## config.mk

```make
export PLATFORM = sky130hd
export DESIGN_NAME = ddr_ring_ctrl
export DESIGN_NICKNAME = d
export VERILOG_FILES = /design/src/rtl/ddr_ring_ctrl.sv
export SDC_FILE = /design/constraint.sdc
export NUM_CORES = 1
export LEC_CHECK = 0
export BUFFER_PORTS_ARGS = -buffer_cell sky130_fd_sc_hd__buf_2
export CAP_MARGIN = 20
export CORE_ASPECT_RATIO = 1.25
export CORE_MARGIN = 5
export CORE_UTILIZATION = 40
export CTS_CLUSTER_SIZE = 24
export DETAILED_ROUTE_END_ITERATION = 6
export PLACE_DENSITY_LB_ADDON = 0.15
export SETUP_SLACK_MARGIN = 0.3
export SYNTH_ARGS = -nofsm -noshare
export SYNTH_HDL_FRONTEND = slang
export SYNTH_SLANG_ARGS = --single-unit
```

## constraint.sdc

```tcl
create_clock -name clk_150_0 -period 2.55 [get_ports clk_150_0]
set_clock_uncertainty 0.15 [all_clocks]
set_input_delay 0.1275 -clock clk_150_0 [delete_from_list [all_inputs] [get_ports clk_150_0]]
set_output_delay 0.1275 -clock clk_150_0 [all_outputs]
set_load 0.01 [all_outputs]
```

## src/rtl/ddr_ring_ctrl.sv

```systemverilog
// ddr_ring_ctrl: ring-buffer address controller for DDR staging between the
// AD FIFO (burst writer) and the XB FIFO (word reader). The DDR word space is
// split into 2**BANK_BITS equal banks. Only fully written banks are readable.
module ddr_ring_ctrl #(
    parameter int unsigned AW        = 10,
    parameter int unsigned BURST     = 8,
    parameter int unsigned BANK_BITS = 1,
    parameter int unsigned CW        = 8
) (
    input  logic                 clk_150_0,
    input  logic                 reset_syn,
    input  logic                 flush,
    input  logic                 wr_go,
    input  logic                 rd_go,
    input  logic                 write_req,
    input  logic                 fifo_xb_empty,
    output logic                 wr_room,
    output logic                 rd_avail,
    output logic                 xb_refill,
    output logic [AW-1:0]        ddr_addr,
    output logic [BANK_BITS:0]   fill_banks,
    output logic [AW-1:0]        wr_ptr_out,
    output logic [AW-1:0]        rd_ptr_out,
    output logic                 ovf,
    output logic                 unf,
    output logic [CW-1:0]        ovf_cnt,
    output logic [CW-1:0]        unf_cnt
);

    // Width of the in-bank word offset and of the bank fill counter.
    localparam int unsigned BW         = AW - BANK_BITS;
    localparam int unsigned FW         = BANK_BITS + 1;
    localparam int unsigned NBANK      = 1 << BANK_BITS;
    localparam int unsigned BANK_WORDS = 1 << BW;
    // Offset of the last burst inside a bank.
    localparam int unsigned LAST_BURST = BANK_WORDS - BURST;

    logic [AW-1:0] wr_ptr;
    logic [AW-1:0] rd_ptr;
    logic [FW-1:0] fill;

    logic wr_fire;
    logic rd_fire;
    logic wr_done;
    logic rd_done;
    logic wr_err;
    logic rd_err;
    logic fill_full;
    logic fill_empty;

    // Flow-control flags derive from the registered fill level only.
    assign fill_full  = (fill == FW'(NBANK));
    assign fill_empty = (fill == '0);
    assign wr_room    = !fill_full;
    assign rd_avail   = !fill_empty;

    // Accepted transfers and rejected requests.
    assign wr_fire = wr_go & wr_room;
    assign rd_fire = rd_go & rd_avail;
    assign wr_err  = wr_go & !wr_room;
    assign rd_err  = rd_go & !rd_avail;

    // A bank completes on its final burst (writer) or final word (reader).
    assign wr_done = wr_fire & (wr_ptr[BW-1:0] == BW'(LAST_BURST));
    assign rd_done = rd_fire & (&rd_ptr[BW-1:0]);

    // Write and read pointers; both wrap naturally at 2**AW.
    always_ff @(posedge clk_150_0 or posedge reset_syn) begin
        if (reset_syn) begin
            wr_ptr <= '0;
            rd_ptr <= '0;
        end else if (flush) begin
            wr_ptr <= '0;
            rd_ptr <= '0;
        end else begin
            if (wr_fire) begin
                wr_ptr <= wr_ptr + AW'(BURST);
            end
            if (rd_fire) begin
                rd_ptr <= rd_ptr + AW'(1);
            end
        end
    end

    // Completed-unread bank count; simultaneous completion cancels out.
    always_ff @(posedge clk_150_0 or posedge reset_syn) begin
        if (reset_syn) begin
            fill <= '0;
        end else if (flush) begin
            fill <= '0;
        end else begin
            case ({wr_done, rd_done})
                2'b10: if (!fill_full) fill <= fill + FW'(1);
                2'b01: if (!fill_empty) fill <= fill - FW'(1);
                default: fill <= fill;
            endcase
        end
    end

    // Sticky overflow flag and saturating count.
    always_ff @(posedge clk_150_0 or posedge reset_syn) begin
        if (reset_syn) begin
            ovf     <= 1'b0;
            ovf_cnt <= '0;
        end else if (flush) begin
            ovf     <= 1'b0;
            ovf_cnt <= '0;
        end else if (wr_err) begin
            ovf <= 1'b1;
            if (ovf_cnt != '1) begin
                ovf_cnt <= ovf_cnt + CW'(1);
            end
        end
    end

    // Sticky underflow flag and saturating count.
    always_ff @(posedge clk_150_0 or posedge reset_syn) begin
        if (reset_syn) begin
            unf     <= 1'b0;
            unf_cnt <= '0;
        end else if (flush) begin
            unf     <= 1'b0;
            unf_cnt <= '0;
        end else if (rd_err) begin
            unf <= 1'b1;
            if (unf_cnt != '1) begin
                unf_cnt <= unf_cnt + CW'(1);
            end
        end
    end

    // DDR address uses the pointer value before this cycle's advance.
    always_ff @(posedge clk_150_0 or posedge reset_syn) begin
        if (reset_syn) begin
            ddr_addr  <= '0;
            xb_refill <= 1'b0;
        end else if (flush) begin
            ddr_addr  <= '0;
            xb_refill <= 1'b0;
        end else begin
            ddr_addr  <= write_req ? wr_ptr : rd_ptr;
            xb_refill <= rd_avail & fifo_xb_empty;
        end
    end

    assign wr_ptr_out = wr_ptr;
    assign rd_ptr_out = rd_ptr;
    assign fill_banks = fill;

endmodule

```

# ---- Word level (Yosys, flattened, before mapping)
# Index checks and enable logic that the tools add are counted.
dict set report classes {
  add_sub_neg 6
  n_eq_ne 8
  mux 21
  n_bitwise 7
  n_reduce_logical 14
}
# cell n
set op_table {}
lappend op_table {{$mux W10} 6}
lappend op_table {{$mux W8} 6}
lappend op_table {{$add A8 B1 Y8 const B} 2}
lappend op_table {{$ne A8 B8 Y1 const B} 2}
lappend op_table {{$reduce_bool A2 Y1} 6}
lappend op_table {{$add A10 B1 Y10 const B} 1}
lappend op_table {{$add A10 B4 Y10 const B} 1}
lappend op_table {{$eq A9 B9 Y1 const B} 1}
lappend op_table {{$reduce_and A9 Y1} 1}
lappend op_table {{$and A1 B1 Y1} 7}
lappend op_table {{$mux W2} 3}
lappend op_table {{$ne A3 B3 Y1 const B} 2}
lappend op_table {{$mux W1} 5}
lappend op_table {{$eq A2 B2 Y1 const B} 2}
lappend op_table {{$pmux W2 S2} 1}
lappend op_table {{$reduce_and A2 Y1} 2}
lappend op_table {{$reduce_and A3 Y1} 1}
lappend op_table {{$reduce_bool A3 Y1} 1}
lappend op_table {{$add A2 B1 Y2 const B} 1}
lappend op_table {{$eq A2 B1 Y1 const B} 1}
lappend op_table {{$logic_not A1 Y1} 2}
lappend op_table {{$logic_not A2 Y1} 1}
lappend op_table {{$sub A2 B1 Y2 const B} 1}
dict set report word_totals {
  reg_bits 51
  input_bits 7
  out_inout_bits 53
  wordCells 65
}

# ---- Logic depth before layout (Yosys ltp)
# Gate-level depths: netlist (run 1).
dict set report logic_depth {
  ltp_word 7
  ltp_mapped 8
  ltp_nobuf 8
}

# ---- Least setup slack after synthesis (run 1)
# Ideal clock, no wire load.
dict set report synth_timing {
  path_type {flip-flop to flip-flop}
  startpoint {register rd_ptr[0] (netlist: rd_ptr_out[0])}
  endpoint {register fill[0] (netlist: fill_banks[0])}
  setup_time_ns 0.132
  arrival_ns 1.613
  t_required_ns 2.268
  setup_slack_ns 0.655
  path_stages_with_launch 9
  n_path_buf 0
  period_less_slack_ns 1.895
  cell_sequence {dfrtp_1 > ha_1 > nand3_1 > nor3_1 > ha_1 > nand2_1 > mux2_2 > xor2_1 > nor2_1}
}
dict set report synth_via {
  elab_chain_len 5
  word_cells_on_any_way 10
  classes_between {4 x eq/ne; 2 x mux; 1 x bitwise; 3 x reduce/logical}
}
# element line
set synth_lines {}
lappend synth_lines {{from (decl)} 39} ;# logic [AW-1:0] rd_ptr;
lappend synth_lines {{from (signal assigned)} 80} ;# rd_ptr <= rd_ptr + AW'(1);
lappend synth_lines {{$reduce_and A9 Y1 (*)} 65} ;# assign rd_done = rd_fire & (&rd_ptr[BW-1:0]);
lappend synth_lines {{$and A1 B1 Y1 (*)} 65}
lappend synth_lines {{$eq A2 B1 Y1 or $eq A2 B2 Y1 (tied branches)} 92} ;# case ({wr_done, rd_done})
lappend synth_lines {{$ne A3 B3 Y1 (no line) (tied with other cells)} n/a}
lappend synth_lines {{$reduce_and A3 Y1 (no line) or $mux W2 (tied branches)} n/a}
lappend synth_lines {{to (signal assigned)} 93} ;# 2'b10: if (!fill_full) fill <= fill + FW'(1);
lappend synth_lines {{to (signal assigned)} 94} ;# 2'b01: if (!fill_empty) fill <= fill - FW'(1);
lappend synth_lines {{to (signal assigned)} 95} ;# default: fill <= fill;
lappend synth_lines {{to (decl)} 40} ;# logic [FW-1:0] fill;
# Every way passes the cells marked *; elsewhere a longest branch is shown, timed or not.
# A chain may end at the register's enable or synchronous reset.

# ---- Worst setup path after layout (run 1)
# Ends and elaborated chain as after synthesis.

==> metrics.txt, run 1 <==
filler instances approximately 580; Nets between 300 and 400; maximum VDD drop approximately 0.00025 V; Async S/R FF share, synth 100%; unrepaired setup endpoints after global routing no; synthesis-to-layout area growth 18.3%; reg2reg path depth 8; max cap viols 0; CP required between 2 and 3 ns; DP HPWL approximately 3900 um; # IOs 60; CTS buffer count 5; post-synthesis cell type count 42; wire length per cell ~15 um; first-pass detailed-route iteration total 4; Setup CP Type flop to flop; Final Hold Viols 0; top fanout value on the critical path 6; R2R Path End fill_banks[0]; count of state elements after synthesis 48; port bufs 56; hold depth 3; DP Cell Count 350; clk_lat worst skew ~0.3 ns; relative slew slack between 60% and 70%; Die ar. between 7000 and 8000 um^2; root buffer cell clkbuf_8; EDFF count, synth 0; initial antenna violation count 0; antenna cell count 0; final setup TNS 0 ns; final std cells w/o fill 361; maximum number of pins on one net before global-route repair 33; FMAX roughly 0.51 GHz; standard-cell row count 31; Post CTS Setup Buffer Count 0; worst slew pin tran 0.600 ns; leak pwr 1.45 nW; Netlist Area Pre-Place around 2400 um^2; CTS H-tree lvls 2; count leader, synth dfrtp_1; first-pass GRT wire length 9040 um; synth top area cells dfrtp_1 (50%), nor2_1 (5.2%), xor2_1 (4.4%), mux2i_1 (4.2%), ha_1 (2.6%); most common library cells after synthesis dfrtp_1 (48), nor2_1 (33), nand2_1 (15), xor2_1 (12); origin of the worst min-delay path write_req; R2R setup slack 0.60 ns; GPL Wtd Cong about 0.79; fraction of layout cells with a size suffix above 1 24.7%; Die Ht around 96 um; Slew Limit Fails 0; Total Routed Length 5360 um; antenna-violating nets left 0; DR DRC count 0; Critical R2R Launch rd_ptr_out[0]; post-synth top area cell dfrtp_1; Worst setup SP type flop; Die W between 70 and 80 um; vias in the first global route approximately 1800; Clock Path Buffers 2; drt via density roughly 5.3; GRT overflow 0; Synth Instances between 200 and 250; Arr. time, crit path between 2 and 2.5 ns; clk sinks 48; Crit. Startpoint rd_ptr_out[0]; hold endpoint ddr_addr[4]; Yosys top cell area share around half; clk slew on worst S/H paths about 0.080 ns; mean post-synth cell area just over 10 um^2; Synth Warn # 0; Final Critical Period 1.95 ns; final period utilization roughly 76%; Vias ~1900; Seq/Total Area, Yosys between 50% and 60%; initial core utilization between 40% and 50%; Placeable Area just under 6000 um^2; status finished, final reports clean; Primary FF master, synth dfrtp_1; DRT iter0 DRCs 46; endpoint type of the worst setup path flop; Hold Path Class input pin to flop; GRT Util Overall 15.2%; PwrDens 471 nW/um^2; CTS tree done; # setup viols final 0
placed cells by master (no fill, tap or decap), types with 3 or more instances in the layout:
cell type and instances:
nand2_1 15, nor3_1 10, o31ai_1 3, a21oi_1 10, nor2_1 33, and4_1 3, ha_1 5, clkbuf_8 6
and2_1 9, conb_1 3, nand3_1 8, buf_2 56, buf_4 3, xor2_1 12, xnor2_1 5, and3_1 4
inv_1 4, dfrtp_1 48, o21ai_0 4, nand4_1 9, or2_2 3, mux2i_1 10, dlygate4sd3_1 3
logic make-up after synthesis:
group / count (synthesis) / synth area share, %
AOI/OAI and AO/OA: 29 / 7.85
xor gates and xnor gates: 17 / 6.23
adders and majority gates: 5 / 2.62
buffers and inverters: 18 / 3.98
DFF: 48 / 50.3
muxes: 11 / 4.66
other: 1 / 0.157
and+or+nand+nor: 107 / 24.2
worst max path at each step:
stage                    endpoint  slack (ns)  cells after the start
global placement    fill_banks[0]        0.63                      8
finish              fill_banks[0]        0.60                      8
detailed placement  fill_banks[0]        0.60                      8
global route        fill_banks[0]        0.45                      8
CTS                 fill_banks[0]        0.59                      8
floorplan           fill_banks[0]        0.66                      8
routing by layer:
metal | track usage (%) | part of all wire [%] | routed length (um)
met1 | 19.9 | 46 | 2440
met2 | 24.6 | 48 | 2550
met3 | 3.90 | 5.5 | 292
met4 | 5.16 | 1.3 | 69
met5 | 0 | 0 | 0
repair_timing:
item | in CTS | in global routing
hold endpoints to repair | 18 | 0
hold buffers | 3 | 0
gates resized for setup | 0 | 0
final cells by class:
type | count | area [um^2] | share of cell area [%]
Timing Repair Buffer | 62 | 333 | 11.8
Sequential cell | 48 | 1200 | 42.5
Inverter | 5 | 18.8 | 0.664
Tap cell | 66 | 82.6 | 2.92
Clock buffer | 8 | 90.1 | 3.19
Multi-Input combinational cell | 172 | 1100 | 39.0
where the power goes:
group / total, mW / leakage (nW) / switching [mW] / internal [mW]
combinational: 0.0833 / 0.738 / 0.0543 / 0.0290
clock: 0.466 / 0.0455 / 0.244 / 0.222
sequential: 0.781 / 0.666 / 0.0126 / 0.769
registers in the layout (all words and copies together) (netlist names):
name,count
ddr_addr,10
rd_ptr_out,10
ovf_cnt,8
unf_cnt,8
wr_ptr_out,7
fill_banks,2
ovf,1
unf,1
xb_refill,1
metrics by stage:
stage	setup WS, ns	util, %	hold WS (ns)	power (mW)	area (um^2)
final	0.601	48.6	0.128	1.33	2830
after global routing	0.449	48.6	0.136	1.40	2830
after CTS	0.593	48.6	0.118	1.36	2830
after detailed placement	0.604	46.5	-0.0111	0.880	2710
after global placement	0.632	46.5	-0.0114	0.879	2710
after floorplan	0.655	-	0.141	0.850	2400
worst max-delay path, stage by stage (launching register included):
cell and delay (ns):
dfrtp_1 0.44, ha_1 0.24, nand3_1 0.13, nor3_1 0.07, ha_1 0.17, nand2_1 0.11
mux2_2 0.35, xor2_1 0.14, nor2_1 0.08
Note: power is estimated with default switching activity, not from simulation.
==> run 2, diff against run 1 <==
==> constraint.sdc (replaced) <==
create_clock -name clk_150_0 -period 1.8 [get_ports clk_150_0]
set_clock_uncertainty 0.15 [all_clocks]
set_input_delay 0.09 -clock clk_150_0 [delete_from_list [all_inputs] [get_ports clk_150_0]]
set_output_delay 0.09 -clock clk_150_0 [all_outputs]
set_load 0.01 [all_outputs]
==> run 2 against run 1 <==
  * Sequential share of layout area decreased by 7.5 points
  * Critical path depth unchanged
  * Non-clock buffer count increased by 44
  * Count of clock-buffer cells in the layout decreased by 2
  * Combinational power increased by 86%
  * Wire length increased by 19%
  * Sequential power increased by 41%
  * Worst hold slack got worse by 0.12 ns
  * Fmax increased by 12%
  * Critical path type unchanged
  * Critical endpoint unchanged
  * Highest routed layer unchanged
==> metrics.txt, run 2 (synthesized netlist as in run 1, its figures left out) <==
reg2reg path depth 8; Post-Place Setup Slack approximately 0.047 ns; fraction of layout cells with a size suffix above 1 46.0%; hold depth 2; standard-cell row count 31; Crit. Startpoint rd_ptr_out[0]; port bufs 56; PwrDens just under 600 nW/um^2; Placeable Area ~5800 um^2; vias in the first global route a little over 2000; GPL Wtd Cong approximately 0.83; Die Ht between 90 and 100 um; Final Hold Viols 0; Arr. time, crit path ~1.8 ns; Nets 350; DR DRC count 0; hold endpoint ovf_cnt[5]; GRT met1 Usage approximately a fifth; R2R setup slack between 0.06 and 0.07 ns; CTS tree done; post-route cell area 3460 um^2; leak pwr about 1.7 nW; DRT iter0 DRCs 102; most common cell after layout, fill and taps aside buf_2; first-pass detailed-route iteration total 4; Worst setup SP type flop; DP Area between 2000 and 3000 um^2; DP HPWL about 4200 um; Vias 2115; first-pass GRT wire length a little under 10000 um; CTS buffer count 5; # IOs 60; # setup viols final 0; Setup CP Type flop to flop; top fanout value on the critical path 4; antenna-violating nets left 0; Layout Utilization about three fifths; filler instances between 400 and 500; GRT Util Overall between 15 and 20%; Die W ~79 um; final setup TNS 0 ns; unrepaired setup endpoints after global routing yes; CTS H-tree lvls 2; setup ws final slightly above 0.06 ns; root buffer cell clkbuf_8; initial antenna violation count 0; status finished, final reports clean; initial core utilization between 40 and 50%; R2R Path End fill_banks[0]; antenna cell count 0; FMAX 0.575 GHz; relative slew slack about two thirds; Clock Path Buffers 2; GRT overflow 0; maximum VDD drop 0.000416 V; Critical R2R Launch rd_ptr_out[0]; drt via density around 5.2; met3 GRT Util ~3.6%; met2 Use GR 28.4%; synthesis-to-layout area growth 44.9%; final period utilization between 90% and 100%; Slew Limit Fails 0; global route hottest layer met2; maximum number of pins on one net before global-route repair 27; Total Routed Length around 6400 um; worst slew pin tran ~0.51 ns; Hold Path Class input pin to flop; endpoint type of the worst setup path flop; clk sinks 48; commonest cells after routing, fill and taps aside buf_2 (54), dfrtp_1 (41), buf_4 (34); origin of the worst min-delay path flush; Die ar. roughly 7600 um^2; clk slew on worst S/H paths around 0.09 ns; wire length per cell ~16 um; clk_lat worst skew around 0.30 ns; CP required ~1.8 ns; total power 2.04 mW; max cap viols 0; Final Critical Period 1.74 ns
run 2: layout make-up:
type,instances,area (um^2),area share (%)
multi-input combinational,172,1310,37.8
sequential,48,1210,34.9
timing repair buffer,106,733,21.2
tap,66,82.6,2.39
clock buffer,6,72.6,2.10
clock inverter,2,35.0,1.01
inverter,5,18.8,0.542
run 2: how the worst max path moves through the flow:
stage,slack (ns),cells after the start,endpoint
after global routing,0.001,8,fill_banks[0]
after detailed placement,0.05,8,fill_banks[0]
final,0.06,8,fill_banks[0]
after floorplan,0.03,8,fill_banks[0]
after CTS,0.05,8,fill_banks[0]
after global placement,0.08,8,fill_banks[0]
run 2: timing repair:
item | in CTS | in global routing
hold endpoints to repair | 24 | 0
resized for setup | 29 | 21
pin swaps | 10 | 18
setup endpoints to repair | 30 | 28
buffers inserted | 16 | 10
hold buffers | 3 | 0
run 2: metal layers:
layer,vias up,part of all wire [%]
li1,1021,-
met1,1040,44
met2,47,51
met3,7,4.4
met4,0,0.89
met5,-,0
run 2: where the power goes:
group	switching (mW)	internal, mW
sequential	0.0143	1.09
combinational	0.0914	0.0631
clock	0.368	0.413
run 2: stage by stage:
step                hold slack (ns)  cells
global route                0.00716    405
floorplan                     0.103    238
finish                      0.00796    405
detailed placement          0.00286    368
global placement            0.00688    368
CTS                         0.00158    395
run 2: worst max-delay path, cell delays in order (launching register included):
cell and delay [ns]:
dfrtp_2 0.39, ha_4 0.15, nand3_4 0.07, nor3_2 0.11
ha_2 0.19, nand2_2 0.07, mux2_4 0.30, xor2_1 0.13
nor2_1 0.05
==> run 3, diff against run 2 <==
--- a/config.mk
+++ b/config.mk
@@ -9,7 +9,7 @@
 export CAP_MARGIN = 20
 export CORE_ASPECT_RATIO = 1.25
 export CORE_MARGIN = 5
-export CORE_UTILIZATION = 40
+export CORE_UTILIZATION = 53
 export CTS_CLUSTER_SIZE = 24
 export DETAILED_ROUTE_END_ITERATION = 6
 export PLACE_DENSITY_LB_ADDON = 0.15
==> run 3 against run 2 <==
  * Sequential power barely moved
  * Wire length shrank 9.6%
  * Worst hold slack improved by 0.011 ns
  * Total power grew 1.5%
  * Largest power group unchanged
  * Highest routed layer unchanged
==> metrics.txt, run 3 (synthesized netlist as in run 1, its figures left out) <==
status finished, final reports clean; Final Hold Viols 0; GRT Util Overall 20.0%; top fanout value on the critical path 4; max cap viols 0; leak pwr between 1.5 and 2 nW; Multi-input gate area 1240 um^2; Clock Path Buffers 2; Die W ~70 um; Worst setup SP type flop; antenna cell count 0; initial antenna violation count 0; Final Critical Period ~1.7 ns; PwrDens approximately 640 nW/um^2; DR DRC count 0; DP Area approximately 2900 um^2; DRT iter0 DRCs 113; Arr. time, crit path about 1.8 ns; drt via density between 5 and 6; Hold Path Class input pin to flop; unrepaired setup endpoints after global routing yes; endpoint type of the worst setup path flop; antenna-violating nets left 0; Die Ht ~85 um; port bufs between 50 and 60; maximum number of pins on one net before global-route repair 30; hold_ws between 0.015 and 0.02 ns; R2R setup slack just over 0.06 ns; Vias 2036; final period utilization between 90 and 100%; clk slew on worst S/H paths 0.09 ns; most common cell after layout, fill and taps aside buf_2; Reg area 1210 um^2; maximum VDD drop roughly 0.00058 V; # setup viols final 0; Slew Limit Fails 0; CP required ~1.8 ns; post-route cell area 3230 um^2; filler instances 330; vias in the first global route 2015; Layout Utilization between 70% and 80%; wire length per cell 15.2 um; total power just over 2 mW; CTS buffer count 5; Total Routed Length slightly below 6000 um; fraction of layout cells with a size suffix above 1 approximately two fifths; Die ar. between 5000 and 6000 um^2; clk sinks 48; GRT overflow 0; Setup CP Type flop to flop; clk_lat worst skew approximately 0.30 ns; FMAX about 0.57 GHz; CTS tree done; first-pass detailed-route iteration total 4; synthesis-to-layout area growth 35.3%; # IOs 60; root buffer cell clkbuf_8; DP HPWL approximately 3900 um; CTS H-tree lvls 2; first-pass GRT wire length approximately 9700 um; GPL Wtd Cong around 0.84; commonest cells after routing, fill and taps aside buf_2 (54), dfrtp_1 (42), nor2_1 (33); Placeable Area between 4000 and 5000 um^2; initial core utilization between 50 and 60%; Nets 333; standard-cell row count 27
[run 3: critical path, cell delays in order (launching register included)]
cell and delay (ns):
dfrtp_2 0.39, ha_4 0.15, nand3_4 0.08, nor3_4 0.11
ha_2 0.21, nand2_4 0.06, mux2_4 0.30, xor2_1 0.12
nor2_1 0.05
[run 3: layout make-up]
cell class	count	area share (%)
Sequential cell	48	37.4
Multi-Input combinational cell	172	38.2
Timing Repair Buffer	89	17.8
Inverter	5	0.580
Tap cell	58	2.24
Clock buffer	6	2.55
Clock inverter	2	1.20
[run 3: routing by layer]
layer  GRT usage, %  wire, um  vias to the layer above
li1               -         -                      991
met1           26.1      2560                      986
met2           32.6      2790                       50
met3           4.86       316                        9
met4           7.14        95                        0
met5              0         0                        -
[run 3: path summary, 6_finish.rpt]
check / from / to / cells past startpoint
worst max-delay path: rd_ptr_out[0] / fill_banks[0] / 8
min in group asynchronous: reset_syn / wr_ptr_out[8] / 3
max in group asynchronous: reset_syn / fill_banks[1] / 4
worst min-delay path: flush / ovf_cnt[0] / 2
worst min register to register: ovf_cnt[3] / ovf_cnt[3] / 1
worst max register to register: rd_ptr_out[0] / fill_banks[0] / 8
[run 3: stage by stage]
step,setup slack (ns),TNS [ns],std cells
after detailed placement,0.0448,0,357
after global placement,0.0811,0,357
after floorplan,0.0329,0,238
after CTS,0.0466,0,379
final,0.0608,0,380
after global routing,-0.0359,-0.0706,380
[run 3: what timing repair did]
action / 4_1_cts / 5_1_grt
endpoints found under the setup margin: 24 / 36
pin swaps: 8 / 5
endpoints found under the hold margin: 21 / 0
buffers inserted: 10 / 1
gates resized for setup: 12 / 14
hold buffers: 3 / 0
cloned: 1 / 0
[run 3: power breakdown]
part / switching, mW / total (mW) / internal, mW
sequential: 0.0124 / 1.10 / 1.09
clock: 0.376 / 0.831 / 0.455
combinational: 0.0857 / 0.137 / 0.0510
total: 0.474 / 2.07 / 1.60
